--- src/rtl/sync_up_down_counter_param.sv ---
// Modulo-MODULUS up/down counter with parallel load, wrap/saturate limit
// handling, combinational terminal count, registered wrap pulse and sticky ovf.
module sync_up_down_counter_param #(
  parameter int WIDTH    = 8,
  parameter int MODULUS  = 256,
  parameter bit SATURATE = 1'b0
) (
  input  logic             clk,
  input  logic             clear,
  input  logic             en,
  input  logic             ud,
  input  logic             load,
  input  logic [WIDTH-1:0] din,
  output logic [WIDTH-1:0] q,
  output logic             tc,
  output logic             wrap,
  output logic             ovf
);

  localparam logic [WIDTH-1:0] MAX = WIDTH'(MODULUS - 1);

  logic at_max, at_zero;

  assign at_max  = (q == MAX);
  assign at_zero = (q == '0);
  // Same-cycle enable for a cascaded stage, so it must stay combinational.
  assign tc      = en & ~load & ((ud & at_max) | (~ud & at_zero));

  always_ff @(posedge clk or posedge clear) begin
    if (clear) begin
      q    <= '0;
      wrap <= 1'b0;
      ovf  <= 1'b0;
    end else if (load) begin
      q    <= (din > MAX) ? MAX : din;
      wrap <= 1'b0;
      ovf  <= 1'b0;
    end else if (en) begin
      wrap <= 1'b0;
      if (ud) begin
        if (at_max) begin
          ovf <= 1'b1;
          if (!SATURATE) begin
            q    <= '0;
            wrap <= 1'b1;
          end
        end else begin
          q <= q + WIDTH'(1);
        end
      end else begin
        if (at_zero) begin
          ovf <= 1'b1;
          if (!SATURATE) begin
            q    <= MAX;
            wrap <= 1'b1;
          end
        end else begin
          q <= q - WIDTH'(1);
        end
      end
    end else begin
      wrap <= 1'b0;
    end
  end

endmodule

--- config.mk ---
export PLATFORM = sky130hd
export DESIGN_NAME = sync_up_down_counter_param
export DESIGN_NICKNAME = d
export VERILOG_FILES = /design/src/rtl/sync_up_down_counter_param.sv
export SDC_FILE = /design/constraint.sdc
export NUM_CORES = 1
export LEC_CHECK = 0
export CAP_MARGIN = 40
export CORE_MARGIN = 1.5
export CORE_UTILIZATION = 40
export DETAILED_ROUTE_END_ITERATION = 7
export PLACE_DENSITY = 0.82
export RECOVER_POWER = 50
export SYNTH_ARGS = -nofsm -noshare
export SYNTH_HDL_FRONTEND = slang
export SYNTH_SLANG_ARGS = --single-unit
--- constraint.sdc ---
create_clock -name clk -period 2.2 [get_ports clk]
set_input_delay 0.33 -clock clk [delete_from_list [all_inputs] [get_ports clk]]
set_output_delay 0.33 -clock clk [all_outputs]
set_load 0.01 [all_outputs]
* Word level (Yosys, flattened, before mapping)
Cells that the tools add are included. Widths: inputs -> output; s select.
Cells by class: shift-type cells 0, multipliers 0, reduce and logical (&&, ||, !) cells 4, muxes and demuxes 16, $add $sub $neg 2, magnitude comparators 1, div/mod/pow operators 0, equal/unequal tests 2, bitwise gates (word level) 7
Operators with widths (count):
- $mux 8 | 6
- $mux 1 | 10
- $add 8x1->8 const B | 1
- $eq 8x8->1 const B | 1
- $gt 8x8->1 const B | 1
- $logic_not 8->1 | 1
- $sub 8x1->8 const B | 1
- $and 1x1->1 | 4
- $ne 3x1->1 const B | 1
- $reduce_and 3->1 | 1
- $reduce_bool 3->1 | 1
- $not 1->1 | 2
- $reduce_bool 2->1 | 1
- $or 1x1->1 | 1
Storage, ports and cells: memories 0, bits in registers 10, latch bits 0, memory bits (writable) 0, memory bits (read-only) 0, output and inout bits 11, logic and storage cells 35, bits of input ports 13

* Longest topological paths before layout
depth after elaboration 5, depth in mapped cells 7, mapped depth without buffers 6

* Worst setup path after synthesis
OpenSTA, ideal clock, no wires.
path kind register to output, start register q[0], end output tc, data required time 1870 ps, path buffers 1, data arrival time 1936 ps, setup slack -66 ps, cell stages (with the launch flop) 7, cells stage by stage dfrtp_1 -> clkbuf_1 -> inv_1 -> ha_1 -> or3b_2 -> or3_4 -> a21oi_1
On the way: word-level cells in the longest chain between the ends 4, elaborated cells on any way between the ends 6, those cells by class eq/ne (1); bitwise (4); reduce/logical (1)
RTL lines:
- start: declaration | line 14 | output logic [WIDTH-1:0] q,
- start signal: assignment | line 35 | q <= (din > MAX) ? MAX : din;
- start signal: assignment | line 48 | q <= q + WIDTH'(1);
- start signal: assignment | line 58 | q <= q - WIDTH'(1);
- $eq 8x8->1 / $logic_not 8->1 (equally long branches) | line 24, 25
- $and 1x1->1 | line 27 | assign tc = en & ~load & ((ud & at_max) | (~ud & at_zero));
- $or 1x1->1 * | line 27
- $and 1x1->1 * | line 27
- end: declaration | line 15 | output logic tc,
Mark *: on every way between the ends. The rest lies on a longest branch, timed or not.

* Final worst setup path
Same ends and word-level chain as after synthesis.

==> results.sh <==
export IMPL_yosys_top_cells_count="dfrtp_1, nor2_1, a21oi_1, inv_1, nand2_1"
export IMPL_die_y_um=49.8
export IMPL_ys_flop_type="dfrtp_1"
export IMPL_status="complete, but fails checks"
export IMPL_drt_wl_total_um=2600
export IMPL_clk_latency_ns=0.28
export IMPL_grt_pass1_vias=978
export IMPL_synth_cells=106
export IMPL_overflow=0
export IMPL_core_um2=2000
export IMPL_ff2ff_setup_slack_ns=0.14
export IMPL_nNetsFinal=165
export IMPL_drv_cap=0
export IMPL_r2r_end="q[4]$_DFFE_PP0P_"
export IMPL_cp_arrival_ns=1.94
export IMPL_peakVddDrop_v=0.000424
export IMPL_violations="setup timing"
export IMPL_grt_use_total=0.230
export IMPL_required_ns=1.87
export IMPL_fin_ws_ns=-0.0656
export IMPL_yosys_cell_count_top_type="dfrtp_1"
export IMPL_grt_max_degree=19
export IMPL_drc=0
export IMPL_hold_ws_ns=0.472
export IMPL_portBuffers=23
export IMPL_rows=16
export IMPL_synth_edf_count=0
export IMPL_worst_clock_skew_ns=0.00280
export IMPL_layout_cells_non_filler=175
export IMPL_period_minus_slack_ns=2.27
export IMPL_slew_headroom=0.719
export IMPL_synth_nets=122
export IMPL_ys_warn_count=0
export IMPL_dp_hpwl_um=1890
export IMPL_clk_pin_slew_ns=0.08
export IMPL_clockBufferDepth=2
export IMPL_end_kind="primary output"
export IMPL_synthDistinctLibCells=40
export IMPL_min_period_over_period=1.03
export IMPL_cts_buffers=3
export IMPL_drtIter0Drc=55
export IMPL_slew_viol_final=0
export IMPL_setup_viol=1
export IMPL_die_w_um=49.8
export IMPL_ys_seq_area_frac=0.286
export IMPL_p_total_w=0.000688
export IMPL_detailedRoute_firstPassIterationCount=5
export IMPL_cp_max_fo=2
export IMPL_async_reset_ff_frac=1.00
export IMPL_io_pins=24
export IMPL_n_antenna_cell=0
export IMPL_initial_core_util=0.437
export IMPL_p_leak_nw=0.554
export IMPL_fillerInstances=171
export IMPL_rsz0062_at_grt="yes"
export IMPL_mappedNetlistArea_um2=875
export IMPL_die_area_um2=2480
export IMPL_max_freq_mhz=441
export IMPL_clock_root_buffer="clkbuf_4"
export IMPL_drive_gt1_frac=0.230
export IMPL_routabilityCongestion=0.934
export IMPL_r2r_start="q[0]$_DFFE_PP0P_"
export IMPL_wl_per_cell_um=14.8
export IMPL_r2r_cells=7
export IMPL_start_kind="flop"
export IMPL_pwr_density_cell_nw_per_um2=530
export IMPL_synth_largest_area_cell="dfrtp_1"
export IMPL_synth_area_leaders="dfrtp_1, buf_6, a21oi_1"
export IMPL_htreeDepth=1
export IMPL_antenna_found_initial=0
export IMPL_hp_class="in -> async"
export IMPL_grt_pass1_wl_um=4400
export IMPL_tightestPinTransition_ns=0.411
export IMPL_clock_sinks=10
export IMPL_post_dp_cell_area_um2=1210
export IMPL_finalHoldViolCount=0
export IMPL_vias=1027
export IMPL_synth_top_area_share=0.286
export IMPL_design_area_um2=1300
export IMPL_antenna_left=0
export IMPL_syn_to_final_growth_pct=48.6
export IMPL_syn_area_per_cell_um2=8.25
export IMPL_crit_type="reg -> out"
export IMPL_ys_seq_elements=10
export IMPL_placed_cells=166
export IMPL_cts_tree="built"
export IMPL_vias_per_cell=5.87
export IMPL_hold_buffers=0
where the power goes:
group	total (W)	internal [W]	switching, W
Sequential	0.000216	0.000202	0.0000138
Combinational	0.000293	0.000152	0.000142
Clock	0.000179	0.000101	0.0000786
Total	0.000688	0.000455	0.000234
stage by stage:
stage	util	setup TNS [ns]	setup slack, ns
finish	0.649	-0.0656	-0.0656
global route	0.649	-0.123	-0.123
CTS	0.641	-0.0290	-0.0290
detailed placement	0.607	-0.315	-0.315
global placement	0.607	-0.261	-0.261
floorplan	-	-0.00586	-0.00586
worst max-delay path by stage:
stage	start	end	slack [ns]	cells past startpoint
after floorplan	q[0]$_DFFE_PP0P_	q[4]$_DFFE_PP0P_	-0.006	7
after global placement	q[0]$_DFFE_PP0P_	tc	-0.26	6
after detailed placement	q[0]$_DFFE_PP0P_	tc	-0.31	6
after global routing	q[1]$_DFFE_PP0P_	tc	-0.12	6
final	q[0]$_DFFE_PP0P_	tc	-0.07	6
after CTS	q[1]$_DFFE_PP0P_	tc	-0.03	6
layer usage:
layer | share of wire | GRT usage | up-vias | wire (um)
met5 | 0 | 0 | - | 0
li1 | - | - | 479 | -
met1 | 0.41 | 0.295 | 480 | 1060
met4 | 0.031 | 0.116 | 0 | 80
met3 | 0.066 | 0.0152 | 8 | 172
met2 | 0.49 | 0.389 | 60 | 1280
cell type report:
class	instances	area (um^2)	area share
multi-input combinational	80	549	0.423
timing repair buffer	46	400	0.308
tap	27	33.8	0.0260
inverter	8	30.0	0.0231
clock buffer	4	36.3	0.0279
sequential	10	250	0.192
state kept, by name, indices dropped and copies added, names as in the netlist:
| register | count |
|---|---|
| ovf | 1 |
| wrap | 1 |
| q | 8 |
placed cells by master, fill, tap and decap left out, drive strengths merged, types with 3 or more instances in the layout:
cell type       n
buf            23
clkdlybuf4s50  17
dfrtp          10
nor2            9
inv             8
a21oi           8
nand2           6
nor3b           5
dlygate4sd3     5
clkbuf          5
nand2b          4
o21ai           3
nand3           3
nor3            3
o211ai          3
nor4            3
ha              3
cell families after synthesis:
logic type	Yosys count	share of synthesized area
flops	10	0.286
compound gates	30	0.248
fa+ha+maj	3	0.0429
buf+inv	16	0.106
xor+xnor	4	0.0401
mux	1	0.0114
simple gates	42	0.266
critical path: stages, from the launching register on:
cell and delay (ns):
dfrtp_1 0.40, inv_2 0.06, ha_1 0.15, or3b_4 0.38, or3_4 0.36, a21oi_4 0.18
buf_6 0.12
what timing repair did:
item / in CTS / in global routing
pin swaps: 2 / 1
cloned: 0 / 0
setup endpoints to repair: 2 / 1
buffers inserted: 4 / 1
resized for setup: 7 / 2
(Power assumes the default switching activity.)
==> variant: new RTL, config.mk and constraints unchanged <==
Register the output `wrap` once more, with the module's reset; this adds one clock of latency there. The other outputs are not delayed to match. Comments in the files are not updated.
--- a/src/rtl/sync_up_down_counter_param.sv
+++ b/src/rtl/sync_up_down_counter_param.sv
@@ -19,6 +19,8 @@
 
   localparam logic [WIDTH-1:0] MAX = WIDTH'(MODULUS - 1);
 
+  logic wrap_s0;
+
   logic at_max, at_zero;
 
   assign at_max  = (q == MAX);
@@ -29,20 +31,20 @@
   always_ff @(posedge clk or posedge clear) begin
     if (clear) begin
       q    <= '0;
-      wrap <= 1'b0;
+      wrap_s0 <= 1'b0;
       ovf  <= 1'b0;
     end else if (load) begin
       q    <= (din > MAX) ? MAX : din;
-      wrap <= 1'b0;
+      wrap_s0 <= 1'b0;
       ovf  <= 1'b0;
     end else if (en) begin
-      wrap <= 1'b0;
+      wrap_s0 <= 1'b0;
       if (ud) begin
         if (at_max) begin
           ovf <= 1'b1;
           if (!SATURATE) begin
             q    <= '0;
-            wrap <= 1'b1;
+            wrap_s0 <= 1'b1;
           end
         end else begin
           q <= q + WIDTH'(1);
@@ -52,14 +54,22 @@
           ovf <= 1'b1;
           if (!SATURATE) begin
             q    <= MAX;
-            wrap <= 1'b1;
+            wrap_s0 <= 1'b1;
           end
         end else begin
           q <= q - WIDTH'(1);
         end
       end
     end else begin
-      wrap <= 1'b0;
+      wrap_s0 <= 1'b0;
+    end
+  end
+
+  always_ff @(posedge clk or posedge clear) begin
+    if (clear) begin
+      wrap <= '0;
+    end else begin
+      wrap <= wrap_s0;
     end
   end
 
Behaviour: not the same (Yosys sat finds a counterexample within 4 cycles, from zero or initial values).
==> variant against the original RTL <==
Die area is 7.7% higher; sequential share of layout area increased by 1.5 points; wire length up 8.1%; area after synthesis increased by 8.2%; count of clock-buffer cells in the layout stayed put; cell area rose by 1.9%; setup slack improved by 0.18 ns; largest cell class unchanged; highest routed layer unchanged; total power up 2.7%; sequential cell count is 1 higher.
==> variant: results <==
metrics = {
    "status": {
        "status": "complete, no violations",
    },
    "power_and_ir_drop": {
        "ir_drop_v": 0.0003526,
        "p_int_w": 0.0004501,
        "p_leak_nw": 0.5551,
    },
    "setup_path": {
        "max_stage_delay_ns": 0.54,
        "crit_arrival_ns": 1.75,
        "r2r-start": "q[2]",
        "r2r-end": "q[5]",
        "slowest_stage": "or4_4",
        "worst_r2r_path_depth": 5,
        "ff2ff_setup_slack_ns": 0.33,
    },
    "logic_synthesis": {
        "synth_top_cells_by_area": "dfrtp_1 (29%), a21oi_1 (5.3%), ha_1 (4.0%), xor2_1 (3.7%), o21ai_0 (3.2%)",
        "synthTopCellsByCount": "dfrtp_1 (11), a21oi_1 (10), clkbuf_1 (7)",
        "ys_seq_area_share_pct": 29.10,
        "synthMuxAreaShare_pct": 1.190,
        "syn-num-nets": 128,
        "yosysUniqueCellTypes": 45,
        "avgSynthCellArea_um2": 8.446,
        "synth_xor_area_share_pct": 5.556,
        "synthAdderAreaFrac_pct": 3.968,
        "synth-compound-area-share_pct": 27.12,
    },
    "timing": {
        "hold-worst-slack_ns": 0.3523,
        "relSlewSlack_pct": 70.67,
        "fin_worst_skew_ns": 0.002052,
    },
    "route": {
        "vias": 1035,
        "dr.pass1.iters": 4,
        "first_iter_violations": 47,
        "post_drt_wl_per_cell_um": 16.04,
        "vias_per_cell": 5.914,
    },
    "global_route": {
        "grt_max_degree": 15,
        "grt_use_total_pct": 23.93,
        "grt_pass1_wl_um": 4657,
    },
    "final_layout": {
        "layout-drive-gt1-share_pct": 19.73,
        "fin_nets": 164,
    },
    "clocking": {
        "clockBufferDepth": 2,
    },
    "worst_hold_path": {
        "min_from": "wrap_s0",
        "min_path_type": "flop to flop",
    },
    "placement": {
        "dp_hpwl_um": 2118,
        "placed_area_mm2": 0.001294,
        "dp.cells": 171,
        "place_ws_ns": -0.09226,
        "gp_congestion": 0.8743,
    },
}
## variant: changes by cell type after synthesis, moves of 3 or more
cell	change
clkbuf_1	+5
o21ai_0	+3
nor3b_1	-4
nor2_1	-6
## variant: how the worst max path moves through the flow
| stage | from | endpoint | slack [ns] | depth (start not counted) |
|---|---|---|---|---|
| final | q[3] | tc | 0.12 | 4 |
| after global routing | q[1] | tc | 0.02 | 5 |
| after CTS | q[2] | tc | 0.01 | 4 |
| after detailed placement | ud | tc | -0.09 | 5 |
| after global placement | ud | tc | -0.01 | 5 |
| after floorplan | q[5] | tc | 0.21 | 5 |
## variant: power by group through the flow
stage	Sequential [W]	Clock, W	Combinational (W)
2_1_floorplan	0.000256	0	0.000165
3_5_place_dp	0.000246	0	0.000309
6_report	0.000243	0.000147	0.000317
3_3_place_gp	0.000244	0	0.000298
4_1_cts	0.000243	0.000151	0.000309
5_1_grt	0.000246	0.000157	0.000343
## variant: layout make-up
type | instances | area [um2]
timing repair buffer | 41 | 362.8
tap | 28 | 35.03
clock buffer | 4 | 26.28
fill | 193 | 887.1
inverter | 7 | 26.28
sequential | 11 | 275.3
multi-input combinational | 84 | 599.3
## variant: routing by layer
| metal | GRT usage [%] | routed length, um | vias to the layer above |
|---|---|---|---|
| met5 | 0 | 0 | - |
| met4 | 14.47 | 89 | 0 |
| met3 | 5.172 | 242 | 15 |
| met2 | 40.38 | 1370 | 50 |
| met1 | 27.52 | 1104 | 481 |
| li1 | - | - | 489 |
## variant: repair_timing
item,4_1_cts,5_1_grt
setup endpoints to repair,1,1
pin swaps,1,1
endpoints found under the hold margin,0,0
gates resized for setup,3,1
setup buffers,0,0
